### config.mk
export PLATFORM = sky130hd
export DESIGN_NAME = avoid_sequencer
export DESIGN_NICKNAME = d
export VERILOG_FILES = /design/src/rtl/avoid_sequencer.sv
export SDC_FILE = /design/constraint.sdc
export NUM_CORES = 1
export LEC_CHECK = 0
export BUFFER_PORTS_ARGS = -buffer_cell sky130_fd_sc_hd__buf_2
export CAP_MARGIN = 30
export CORE_MARGIN = 3
export CORE_UTILIZATION = 66
export CTS_CLUSTER_DIAMETER = 200
export DETAILED_ROUTE_END_ITERATION = 12
export PLACE_DENSITY_LB_ADDON = 0.15
export SLEW_MARGIN = 20
export SYNTH_ARGS = -nofsm -noshare
export SYNTH_HDL_FRONTEND = slang
export SYNTH_SLANG_ARGS = --single-unit
### constraint.sdc
create_clock -name clk -period 3.26 [get_ports clk]
set_input_delay 0.652 -clock clk [delete_from_list [all_inputs] [get_ports clk]]
set_output_delay 0.652 -clock clk [all_outputs]
set_load 0.01 [all_outputs]
### src/rtl/avoid_sequencer.sv
// Collision-avoidance motion sequencer: DRIVE until the collision flag drops, then
// brake, reverse, pivot (alternating side) and resume; latches FAULT after too many retries.
module avoid_sequencer #(
  parameter int BRAKE_CYC   = 50_000,
  parameter int REVERSE_CYC = 25_000_000,
  parameter int TURN_CYC    = 12_500_000,
  parameter int CLEAR_CYC   = 50_000_000,
  parameter int MAX_RETRY   = 3
) (
  input  logic       clk,
  input  logic       rst_n,
  input  logic       enable,
  input  logic       col_detect,
  output logic [1:0] mot_l,
  output logic [1:0] mot_r,
  output logic [2:0] state_o,
  output logic       fault
);

  typedef enum logic [2:0] {
    S_IDLE    = 3'd0,
    S_DRIVE   = 3'd1,
    S_BRAKE   = 3'd2,
    S_REVERSE = 3'd3,
    S_TURN    = 3'd4,
    S_FAULT   = 3'd5
  } state_t;

  localparam logic [25:0] BRAKE_LAST = 26'(BRAKE_CYC - 1);
  localparam logic [25:0] REV_LAST   = 26'(REVERSE_CYC - 1);
  localparam logic [25:0] TURN_LAST  = 26'(TURN_CYC - 1);
  localparam logic [25:0] CLEAR_LAST = 26'(CLEAR_CYC - 1);
  localparam logic [2:0]  RETRY_MAX  = 3'(MAX_RETRY);

  localparam logic [1:0] M_STOP = 2'b00;
  localparam logic [1:0] M_FWD  = 2'b10;
  localparam logic [1:0] M_REV  = 2'b01;

  state_t      state_q, state_d;
  logic [25:0] timer_q, timer_d;
  logic [25:0] clear_q, clear_d;
  logic [2:0]  retry_q, retry_d;
  logic        dir_q, dir_d;
  logic [1:0]  mot_l_q, mot_l_d, mot_r_q, mot_r_d;
  logic        fault_q, fault_d;

  always_comb begin
    state_d = state_q;
    clear_d = clear_q;
    retry_d = retry_q;
    dir_d   = dir_q;
    if (!enable) begin
      state_d = S_IDLE;
      clear_d = '0;
      retry_d = '0;
      dir_d   = 1'b0;
    end else begin
      case (state_q)
        S_IDLE:  state_d = S_DRIVE;
        S_DRIVE: begin
          // a collision on the clear-expiry cycle wins: retry count is kept
          if (!col_detect) begin
            clear_d = '0;
            if (retry_q == RETRY_MAX) state_d = S_FAULT;
            else begin
              retry_d = retry_q + 3'd1;
              state_d = S_BRAKE;
            end
          end else if (clear_q == CLEAR_LAST) begin
            retry_d = '0;
          end else begin
            clear_d = clear_q + 26'd1;
          end
        end
        S_BRAKE:   if (timer_q == BRAKE_LAST) state_d = S_REVERSE;
        S_REVERSE: if (timer_q == REV_LAST)   state_d = S_TURN;
        S_TURN: begin
          if (timer_q == TURN_LAST) begin
            state_d = S_DRIVE;
            dir_d   = ~dir_q;
          end
        end
        S_FAULT: state_d = S_FAULT;
        default: state_d = S_IDLE;
      endcase
    end
    timer_d = (!enable || state_d != state_q) ? '0 : timer_q + 26'd1;

    // outputs are decoded from the next state so they flip on the same edge
    mot_l_d = M_STOP;
    mot_r_d = M_STOP;
    case (state_d)
      S_DRIVE:   begin mot_l_d = M_FWD; mot_r_d = M_FWD; end
      S_REVERSE: begin mot_l_d = M_REV; mot_r_d = M_REV; end
      S_TURN: begin
        mot_l_d = dir_d ? M_FWD : M_REV;
        mot_r_d = dir_d ? M_REV : M_FWD;
      end
      default: ;
    endcase
    fault_d = (state_d == S_FAULT);
  end

  always_ff @(posedge clk or negedge rst_n) begin
    if (!rst_n) begin
      state_q <= S_IDLE;
      timer_q <= '0;
      clear_q <= '0;
      retry_q <= '0;
      dir_q   <= 1'b0;
      mot_l_q <= M_STOP;
      mot_r_q <= M_STOP;
      fault_q <= 1'b0;
    end else begin
      state_q <= state_d;
      timer_q <= timer_d;
      clear_q <= clear_d;
      retry_q <= retry_d;
      dir_q   <= dir_d;
      mot_l_q <= mot_l_d;
      mot_r_q <= mot_r_d;
      fault_q <= fault_d;
    end
  end

  assign mot_l   = mot_l_q;
  assign mot_r   = mot_r_q;
  assign state_o = state_q;
  assign fault   = fault_q;

endmodule

# After elaboration in Yosys (flattened, before gate mapping)
# Index checks and enable logic that the tools add are counted.
dict set report word_totals {
  ff_bits 64
  in_bits 4
  out_inout_bits 8
  wordCells 60
}
dict set report op_classes {
  addsub 3
  eq_ne 19
  mux 24
  bitwise_logic 1
  reduce_logical 5
}
# cell count
set op_table {}
lappend op_table {{2-to-1 mux 26 bit} 5}
lappend op_table {{adder 26 x 1 -> 26 bit (second input constant)} 2}
lappend op_table {{2-to-1 mux 3 bit} 11}
lappend op_table {{== test 26 x 16 -> 1 bit (second input constant)} 1}
lappend op_table {{== test 26 x 24 -> 1 bit (second input constant)} 1}
lappend op_table {{== test 26 x 25 -> 1 bit (second input constant)} 1}
lappend op_table {{== test 26 bit (second input constant)} 1}
lappend op_table {{case mux 3 bit (6 select lines)} 1}
lappend op_table {{== test 3 x 2 -> 1 bit (second input constant)} 4}
lappend op_table {{== test 3 bit (second input constant)} 4}
lappend op_table {{case mux 2 bit (3 select lines)} 2}
lappend op_table {{== test 3 x 1 -> 1 bit (second input constant)} 2}
lappend op_table {{!= test 3 bit (second input constant)} 2}
lappend op_table {{2-to-1 mux 2 bit} 2}
lappend op_table {{adder 3 x 1 -> 3 bit (second input constant)} 1}
lappend op_table {{zero test 3 bit} 1}
lappend op_table {{2-to-1 mux 1 bit} 3}
lappend op_table {{!= test 3 x 2 -> 1 bit (second input constant)} 1}
lappend op_table {{!= test 3 bit} 1}
lappend op_table {{AND reduction 3 bit} 1}
lappend op_table {{!= test 2 x 1 -> 1 bit (second input constant)} 1}
lappend op_table {{AND reduction 2 bit} 1}
lappend op_table {{zero test 1 bit} 1}
lappend op_table {{logical OR 1 bit} 1}
lappend op_table {{NOT 1 bit} 1}

# Longest topological paths before layout
# Gate-level depths: netlist of run 1.
dict set report depth {
  depth_word 8
  mapped_depth 10
  depth_no_buf 8
}

# Worst setup path before layout of run 1
# Ideal clock, no wire load.
dict set report synth_timing {
  kind {reg2reg}
  start {register timer_q[5]}
  end {register mot_l_q[0], in the netlist mot_l[0]}
  setup_ns 0.135
  t_arrival_ns 2.018
  required_ns 3.125
  setup_slack_ns 1.108
  path_stages_with_launch 7
  n_path_buf 0
  period_less_slack_ns 2.152
  cell_sequence {dfrtp_1 > or3b_1 > or4_4 > or3_4 > nor2b_1 > o21ai_0 > o22ai_1}
}
dict set report synth_between {
  elab_chain_cells 6
  word_cells_on_any_way 16
  classes_between {eq/ne: 6; mux: 10}
}
# item line_no
set synth_lines {}
lappend synth_lines {{start: declaration} 40} ;# logic [25:0] timer_q, timer_d;
lappend synth_lines {{start signal: assignment} 116} ;# timer_q <= timer_d;
lappend synth_lines {{== test 26 x 24 -> 1 bit (tied with other cells)} 78} ;# if (timer_q == TURN_LAST) begin
lappend synth_lines {{2-to-1 mux 3 bit (tied with other cells)} 78}
lappend synth_lines {{case mux 3 bit (6 select lines) or 2-to-1 mux 1 bit (tied branches)} 58} ;# case (state_q)
lappend synth_lines {{2-to-1 mux 3 bit or 2-to-1 mux 1 bit (tied branches)} 52} ;# if (!enable) begin
lappend synth_lines {{== test 3 bit (tied with other cells)} 92} ;# case (state_d)
lappend synth_lines {{case mux 2 bit (3 select lines) *} 92}
lappend synth_lines {{named net mot_l_d[0]} 44} ;# logic [1:0] mot_l_q, mot_l_d, mot_r_q, mot_r_d;
lappend synth_lines {{end signal: assignment} 120} ;# mot_l_q <= mot_l_d;
lappend synth_lines {{end: declaration} 44}
# Mark *: on every way through the listed nets, which the timed path passes. The rest lies on a longest branch.
# A chain may end at the register's enable or synchronous reset.

# Worst setup path after layout of run 1
dict set report layout_timing {
  start {register timer_q[0]}
  end {register timer_q[4]}
}
dict set report layout_between {
  elab_chain_cells 7
  word_cells_on_any_way 12
  classes_between {add/sub: 1; eq/ne: 4; mux: 6; reduce/logical: 1}
}
# item line_no
set layout_lines {}
lappend layout_lines {{== test 26 x 24 -> 1 bit (tied with other cells)} 78}
lappend layout_lines {{2-to-1 mux 3 bit (on tied branches)} {78, 75, 76}}
lappend layout_lines {{case mux 3 bit (6 select lines)} 58}
lappend layout_lines {{2-to-1 mux 3 bit} 52}
lappend layout_lines {{!= test 3 bit} 87} ;# timer_d = (!enable || state_d != state_q) ? '0 : timer_q + 26'd1;
lappend layout_lines {{logical OR 1 bit} 87}
lappend layout_lines {{2-to-1 mux 26 bit *} 87}
lappend layout_lines {{named net timer_d[4]} 40}
# Marked as above.

==> summary.md, run 1 <==
| Metric | Value |
|---|---|
| Outcome | complete, no violations |
| Root Driver | clkbuf_8 |
| Crit Path Class | reg -> reg |
| Final worst slack | 0.864 ns |
| Share of cells above drive strength 1 | 9.97% |
| Largest net degree at the start of global routing | 27 |
| Post-CTS sizing | 0 |
| DIE HEIGHT | 78.2 um |
| Slew Viols, Final | 0 |
| Area after DPL | 0.00356 mm2 |
| Internal power | between 1000 and 1500 uW |
| CP peak stage delay | 0.41 ns |
| Yosys warning total | 0 |
| Max VDD drop | 0.000289 V |
| Worst-margin pin slew | 0.592 ns |
| Leak pwr | 0.00152 uW |
| Hold buffers post-CTS | 0 |
| Grt ovf | 0 |
| Vias/cell | 5.99 |
| Synthesized cell area | 0.00344 mm2 |
| Critical path endpoint category | flop |
| Worst min path class | in -> async |
| Final-stage net count | about 390 |
| Crit path cell chain | ha_1, nor4b_1, nand4_1, o31ai_1, a211o_1, nand2b_1, buf_4, nor2_1 |
| Wire per inst | 15.3 um |
| CTS Sinks | 64 |
| Final setup skew | 0.00935 ns |
| DRC viols | 0 |
| Syn Area/Cell | 9.24 um2 |
| Most Crowded Layer GR | met2 |
| Max-Cap Viols | 0 |
| # fillers | between 300 and 400 |
| Synth cell types | 46 |
| Prevailing post-synth register cell | dfrtp_1 |
| First-pass GRT wire length | 12.5 mm |
| Ant diodes | 0 |
| Min Tclk post-route | ~2.4 ns |
| DRT Wirelength | about 7.0 mm |
| Sequential cell area fraction in the yosys report | 46.6% |
| Final Cell Area | 0.00376 mm2 |
| Setup Fix Bufs, Post-CTS | 0 |
| Startpoint types | flop |
| Via count | 2744 |
| Min Hold Slack | 0.255 ns |
| DP Worst Slack | 0.791 ns |
| Synth Net Count | between 300 and 400 |
| DRT iter0 DRCs | ~200 |
| Register bit total from synthesis | 64 |
| Rows | 25 |
| Num ports | 12 |
| Switch share | 23.7% |
| Multi-input logic area | 0.00172 mm2 |
| Dpl cells | 442 |
| # setup viols final | 0 |
| Port buffer count | 11 |
| Met3 Usage GRT | between 4 and 5% |
| Area Overhead vs Synth | 9.39% |
| Die ar. | between 0.006 and 0.007 mm2 |
| Clock network power share | 42.7% |
| EDFF count, synth | 0 |
| Rel. slew slack | 59.5% |
| PwrDens | 428 mW/mm2 |
| Layout Cells excl Fill | 458 |
| Async SR Flop Fraction | 100% |
| Initial antenna violation count | 0 |
| CP max-delay cell | dfrtp_1 |
| All-Layer GR Usage | 26.0% |
| Fin crit share | 73.5% |
| Final Hold Viols | 0 |
| Drt first pass iters | 5 |
| Vias in the first global route | 2685 |
| HPWL reported at the end of detailed placement | 4.80 mm |
| Arrival @ worst endpoint | 2.61 ns |
| Register area | 0.00160 mm2 |
| RSZ-0062 raised after global routing | no |
| Clock Tree Buf Depth | 2 |
| CTS tree | yes |
| Syn Inst Count | 372 |
| Fin Setup TNS | 0 ns |
| WP data required | 3.47 ns |
| Reg power frac | 50.7% |
| Combinational share of power | 6.6% |
| Met1 Resource Use GR | between 30 and 40% |
| Fmax | around 0.42 GHz |
| Clock-pin slew on the worst setup and hold paths | approximately 0.07 ns |
| Detail Route Antenna Nets | 0 |
| Die width | just under 80 um |
| Met2 Usage GRT | ~40% |
| Clk_lat worst skew | 0.34 ns |
| Initial Utilization | around 70% |
| Crit Path Max Fanout | 26 |
| Routability cong. | 0.916 |
| H-tree depth | 3 |
| Psw | 381 uW |
| Core area | 0.00488 mm2 |
| CTS buffer count | 9 |
==> stage by stage <==
stage / total power (uW) / utilization (%)
global route: 1680 / 77.1
finish: 1610 / 77.1
CTS: 1620 / 77.1
floorplan: 895 / -
detailed placement: 938 / 73.0
global placement: 935 / 73.0
==> layout by cell type, fill, tap and decap left out, drive strengths merged, types with 4 or more instances in the layout <==
cell and count:
nor2 65, xnor2 33, nor3b 5, clkbuf 13
buf 17, a21oi 15, xor2 12, a211oi 9
inv 16, o21ai 7, or3 4, nand2 21
nand4 13, and3 6, nor4b 4, and4 6
nor4 6, ha 4, nor3 9, dfrtp 64
nand3 23
==> power by group through the flow <==
stage / clock network (uW) / registers [uW] / logic (uW)
6_report: 688 / 817 / 106
5_1_grt: 742 / 817 / 121
4_1_cts: 695 / 816 / 107
3_5_place_dp: 0 / 831 / 106
3_3_place_gp: 0 / 831 / 104
2_1_floorplan: 0 / 833 / 61.7
==> flip-flops by register name, summed over array words and instances (netlist names) <==
signal	flops
fault	1
dir_q	1
mot_l	2
state_o	3
mot_r	2
clear_q	26
retry_q	3
timer_q	26
==> area by class of cell <==
| type | count | area share, % |
|---|---|---|
| repair buffers | 17 | 2.66 |
| inverters | 16 | 1.60 |
| flip-flops and latches | 64 | 42.6 |
| multi-input cells | 278 | 45.6 |
| well taps | 67 | 2.23 |
| clock buffers | 13 | 4.23 |
| clock inverters | 3 | 1.06 |
==> worst paths after layout <==
kind / endpoint / startpoint / slack, ns / cells after the start
max: timer_q[4]$_DFF_PN0_ / timer_q[0]$_DFF_PN0_ / 0.86 / 8
min: mot_l[0]$_DFF_PN0_ / rst_n / 0.25 / 1
max reg2reg: timer_q[4]$_DFF_PN0_ / timer_q[0]$_DFF_PN0_ / 0.86 / 8
min reg2reg: retry_q[0]$_DFFE_PN0P_ / retry_q[0]$_DFFE_PN0P_ / 0.51 / 1
max in group asynchronous: timer_q[22]$_DFF_PN0_ / rst_n / 2.32 / 2
min in group clk: retry_q[0]$_DFFE_PN0P_ / retry_q[0]$_DFFE_PN0P_ / 0.51 / 1
==> layer usage <==
metal	part of all wire [%]	up-vias
li1	-	1336
met1	47	1328
met2	47	69
met3	4.3	11
met4	1.5	0
met5	0	-
==> logic make-up (layout without fill, tap and decap cells) <==
family | after synthesis | count (layout) | synth area share [%]
AND/OR/NAND/NOR | 180 | 180 | 27.3
flip-flops | 64 | 64 | 46.6
AO/OA/AOI/OAI | 48 | 48 | 9.21
XOR/XNOR | 45 | 45 | 11.5
buffers and inverters | 30 | 49 | 3.64
adder cells (fa/ha/maj) | 4 | 4 | 1.46
multiplexers | 1 | 1 | 0.291
==> synthesized netlist by cell type, drive strengths merged, types with 4 or more instances <==
cell     n  area share [%]
nand4   13             2.4
a211oi   9             2.1
a21oi   15             2.2
nor4b    4             1.0
o21ai    7             1.0
and4     6             1.5
buf      6             1.0
nand2   21             2.3
nor3     9             1.3
xor2    12             3.1
nor3b    5             1.1
nor2    65             7.1
xnor2   33             8.4
nand3   23             3.3
dfrtp   64              47
clkbuf   8            0.87
ha       4             1.5
inv     16             1.7
or3      4            0.87
nor4     6             1.1
and3     6             1.1
==> worst max-delay path: cells and delay by family, from the launching register on <==
family	cells	cell delay (ns)
buffers and inverters	1	0.27
adders and majority gates	1	0.30
and+or+nand+nor	4	0.73
DFF	1	0.41
AOI/OAI and AO/OA	2	0.55
Note: power is estimated with default switching activity, not from simulation.
==> run 2, diff against run 1 <==
--- a/config.mk
+++ b/config.mk
@@ -5,10 +5,11 @@
 export SDC_FILE = /design/constraint.sdc
 export NUM_CORES = 1
 export LEC_CHECK = 0
+export ABC_AREA = 1
 export BUFFER_PORTS_ARGS = -buffer_cell sky130_fd_sc_hd__buf_2
 export CAP_MARGIN = 30
 export CORE_MARGIN = 3
-export CORE_UTILIZATION = 66
+export CORE_UTILIZATION = 63
 export CTS_CLUSTER_DIAMETER = 200
 export DETAILED_ROUTE_END_ITERATION = 12
 export PLACE_DENSITY_LB_ADDON = 0.15
==> constraint.sdc (replaced) <==
create_clock -name clk -period 2.4 [get_ports clk]
set_input_delay 0.48 -clock clk [delete_from_list [all_inputs] [get_ports clk]]
set_output_delay 0.48 -clock clk [all_outputs]
set_load 0.01 [all_outputs]
==> run 2 against run 1 <==
Sequential share of layout area shrank 7.2 points. Clock power grew 21%. Highest routed layer unchanged. Non-clock buffer count is the same. Count of clock-buffer cells in the layout shrank 1. Worst setup slack lost 0.65 ns. Critical endpoint is now timer_q[2]$_DFF_PN0_. Maximum frequency grew 9.7%.
==> summary.md, run 2 <==
| Metric | Value |
|---|---|
| DIE HEIGHT | 87.9 um |
| WP depth | 11 |
| Post-Route M1 WL | between 4 and 5 mm |
| Rel. slew slack | 57.5% |
| Synth Net Count | around 600 |
| Vias in the first global route | about 3400 |
| R2R Path End | timer_q[2]$_DFF_PN0_ |
| Most common cell after layout, fill and taps aside | nand2_1 |
| Area Overhead vs Synth | 7.11% |
| Most instantiated library cell after synthesis | nand2_1 |
| Met2 Routed Length | 4.26 mm |
| CTS tree | yes |
| Hold buffers post-CTS | 0 |
| Yosys warning total | 0 |
| Prevailing post-synth register cell | dfrtp_1 |
| Met3 Routed Length | slightly above 700 um |
| Clock Tree Buf Depth | 2 |
| Grt ovf | 0 |
| Initial Utilization | 65.8% |
| Biggest regs | clear_q: 26 flops, timer_q: 26 flops |
| Max VDD drop | 0.000372 V |
| RSZ-0062 raised after global routing | no |
| Num ports | 12 |
| Area share of the largest cell type after synthesis | roughly 38% |
| Wire per inst | between 10 and 15 um |
| Combinational family with the most area after synthesis | simple AND/OR/NAND/NOR gates |
| Arrival @ worst endpoint | 2.43 ns |
| HPWL reported at the end of detailed placement | 7.17 mm |
| Worst-margin pin slew | about 0.63 ns |
| WP data required | ~2.7 ns |
| Async SR Flop Fraction | 100% |
| Crit path cell chain | ha_1, ha_1, inv_1, nor2_1, o21ai_1, nand2_1, nor2_1, nand3_1, nand3_1, nand3_4, nor3_1 |
| Cell taking the most area after synthesis | dfrtp_1 |
| Ant diodes | 0 |
| Final Hold Viols | 0 |
| Multiplexer area fraction after synthesis | 0% |
| Synth cell count leaders | nand2_1, nor2_1, dfrtp_1, inv_1, nand3_1 |
| Die ar. | around 0.0077 mm2 |
| Crit path max-delay family | simple AND/OR/NAND/NOR gates |
| Post-CTS sizing | 0 |
| R2r setup slk | 0.22 ns |
| CP max-delay cell | dfrtp_1 |
| Syn Inst Count | about 580 |
| Drt first pass iters | 5 |
| Fin Setup TNS | 0 ns |
| Synth Area in XOR/XNOR | 8.30% |
| Buf/Inv on CP | 1 |
| CP peak stage delay | 0.40 ns |
| First-pass GRT wire length | 16.7 mm |
| Startpoint types | flop |
| Area after DPL | roughly 0.0043 mm2 |
| Setup Fix Bufs, Post-CTS | 0 |
| Largest net degree at the start of global routing | 40 |
| Clock-pin slew on the worst setup and hold paths | 0.07 ns |
| Simple-Gate Fraction of Synth Area | about two fifths |
| Via count | 3799 |
| H-tree depth | 3 |
| Syn Area/Cell | 7.34 um2 |
| Vias/cell | 5.70 |
| Critical path endpoint category | flop |
| Outcome | complete, no violations |
| CTS buffer count | 9 |
| Rows | 29 |
| Die width | 87.9 um |
| Highest-count cells in the layout ignoring fill and taps | nand2_1, nor2_1, dfrtp_1 |
| Adder-Cell Fraction of Synth Area | 1.19% |
| PwrDens | 492 mW/mm2 |
| Initial antenna violation count | 0 |
| Routability cong. | between 0.9 and 1 |
| Synth Area in Compound Gates | 4.33% |
| Top cells by area, synth | dfrtp_1, nand2_1, nor2_1 |
| Fin crit share | 91.0% |
| Max-Cap Viols | 0 |
| DRC viols | 0 |
| Root Driver | clkbuf_8 |
| EDFF count, synth | 0 |
| All-Layer GR Usage | 27.4% |
| Crit Path Max Fanout | 13 |
| Core area | 0.00642 mm2 |
| Synthesized cell area | 0.00422 mm2 |
| Final Cell Area | 0.00452 mm2 |
| DRT Wirelength | slightly below 10 mm |
| Share of cells above drive strength 1 | a little over an eighth |
| Detail Route Antenna Nets | 0 |
| Crit Path Class | reg -> reg |
| Register bit total from synthesis | 64 |
| Synth cell types | 33 |
| Min Tclk post-route | 2.18 ns |
| # setup viols final | 0 |
| Leak pwr | 0.00191 uW |
| Sequential cell area fraction in the yosys report | 37.9% |
| Worst r2r path cells | 11 |
| Final-stage net count | 594 |
| CTS Sinks | 64 |
| Highest Signal Layer | met4 |
| Fmax | 0.458 GHz |
| Worst min path class | in -> async |
| Port buffer count | 11 |
| Slew Viols, Final | 0 |
| Clk_lat worst skew | about 0.34 ns |
| Final setup skew | 0.00852 ns |
| Reg2reg start | retry_q[0]$_DFFE_PN0P_ |
| DRT iter0 DRCs | around 330 |
-- run 2: power breakdown --
group,internal [uW],switching (uW)
clock,422,412
sequential,1100,20.3
combinational,63.6,203
total,1590,636
-- run 2: worst max-delay path by stage --
stage                                start                 endpoint
CTS                   timer_q[0]$_DFF_PN0_     timer_q[2]$_DFF_PN0_
global placement    retry_q[0]$_DFFE_PN0P_     timer_q[4]$_DFF_PN0_
global route          timer_q[0]$_DFF_PN0_     timer_q[3]$_DFF_PN0_
floorplan           clear_q[0]$_DFFE_PN0P_  clear_q[15]$_DFFE_PN0P_
finish              retry_q[0]$_DFFE_PN0P_     timer_q[2]$_DFF_PN0_
detailed placement    timer_q[0]$_DFF_PN0_     timer_q[2]$_DFF_PN0_
-- run 2: routing by layer --
layer  vias up  GRT usage, %
met1      1758          43.2
li1       1876             -
met2       147          39.0
met4         0          7.81
met5         -             0
met3        18          3.76
-- run 2: cells by family (layout without fill, tap and decap cells) --
kind of cell             count (synthesis)  in the layout
AND/OR/NAND/NOR                        353            354
buffers and inverters                   83             97
flip-flops                              64             64
XOR/XNOR                                40             40
AO/OA/AOI/OAI                           31             31
adder cells (fa/ha/maj)                  4              4
-- run 2: layout make-up --
cell class	count	area (um2)
tap	77	96.3
clock buffer	12	155
multi-input combinational	429	2280
inverter	65	244
sequential	64	1600
timing repair buffer	17	125
fill	557	1900
clock inverter	3	17.5
-- run 2: metrics by stage --
step                setup slack [ns]  cells  power (uW)  hold slack [ns]  util, %
floorplan                      0.472    575        1330            0.184        -
global placement               0.282    651        1390            0.469     67.4
detailed placement             0.160    651        1390            0.473     67.4
CTS                            0.139    666        2210            0.155     70.1
global route                  0.0389    667        2310            0.179     70.4
finish                         0.216    667        2220            0.133     70.4
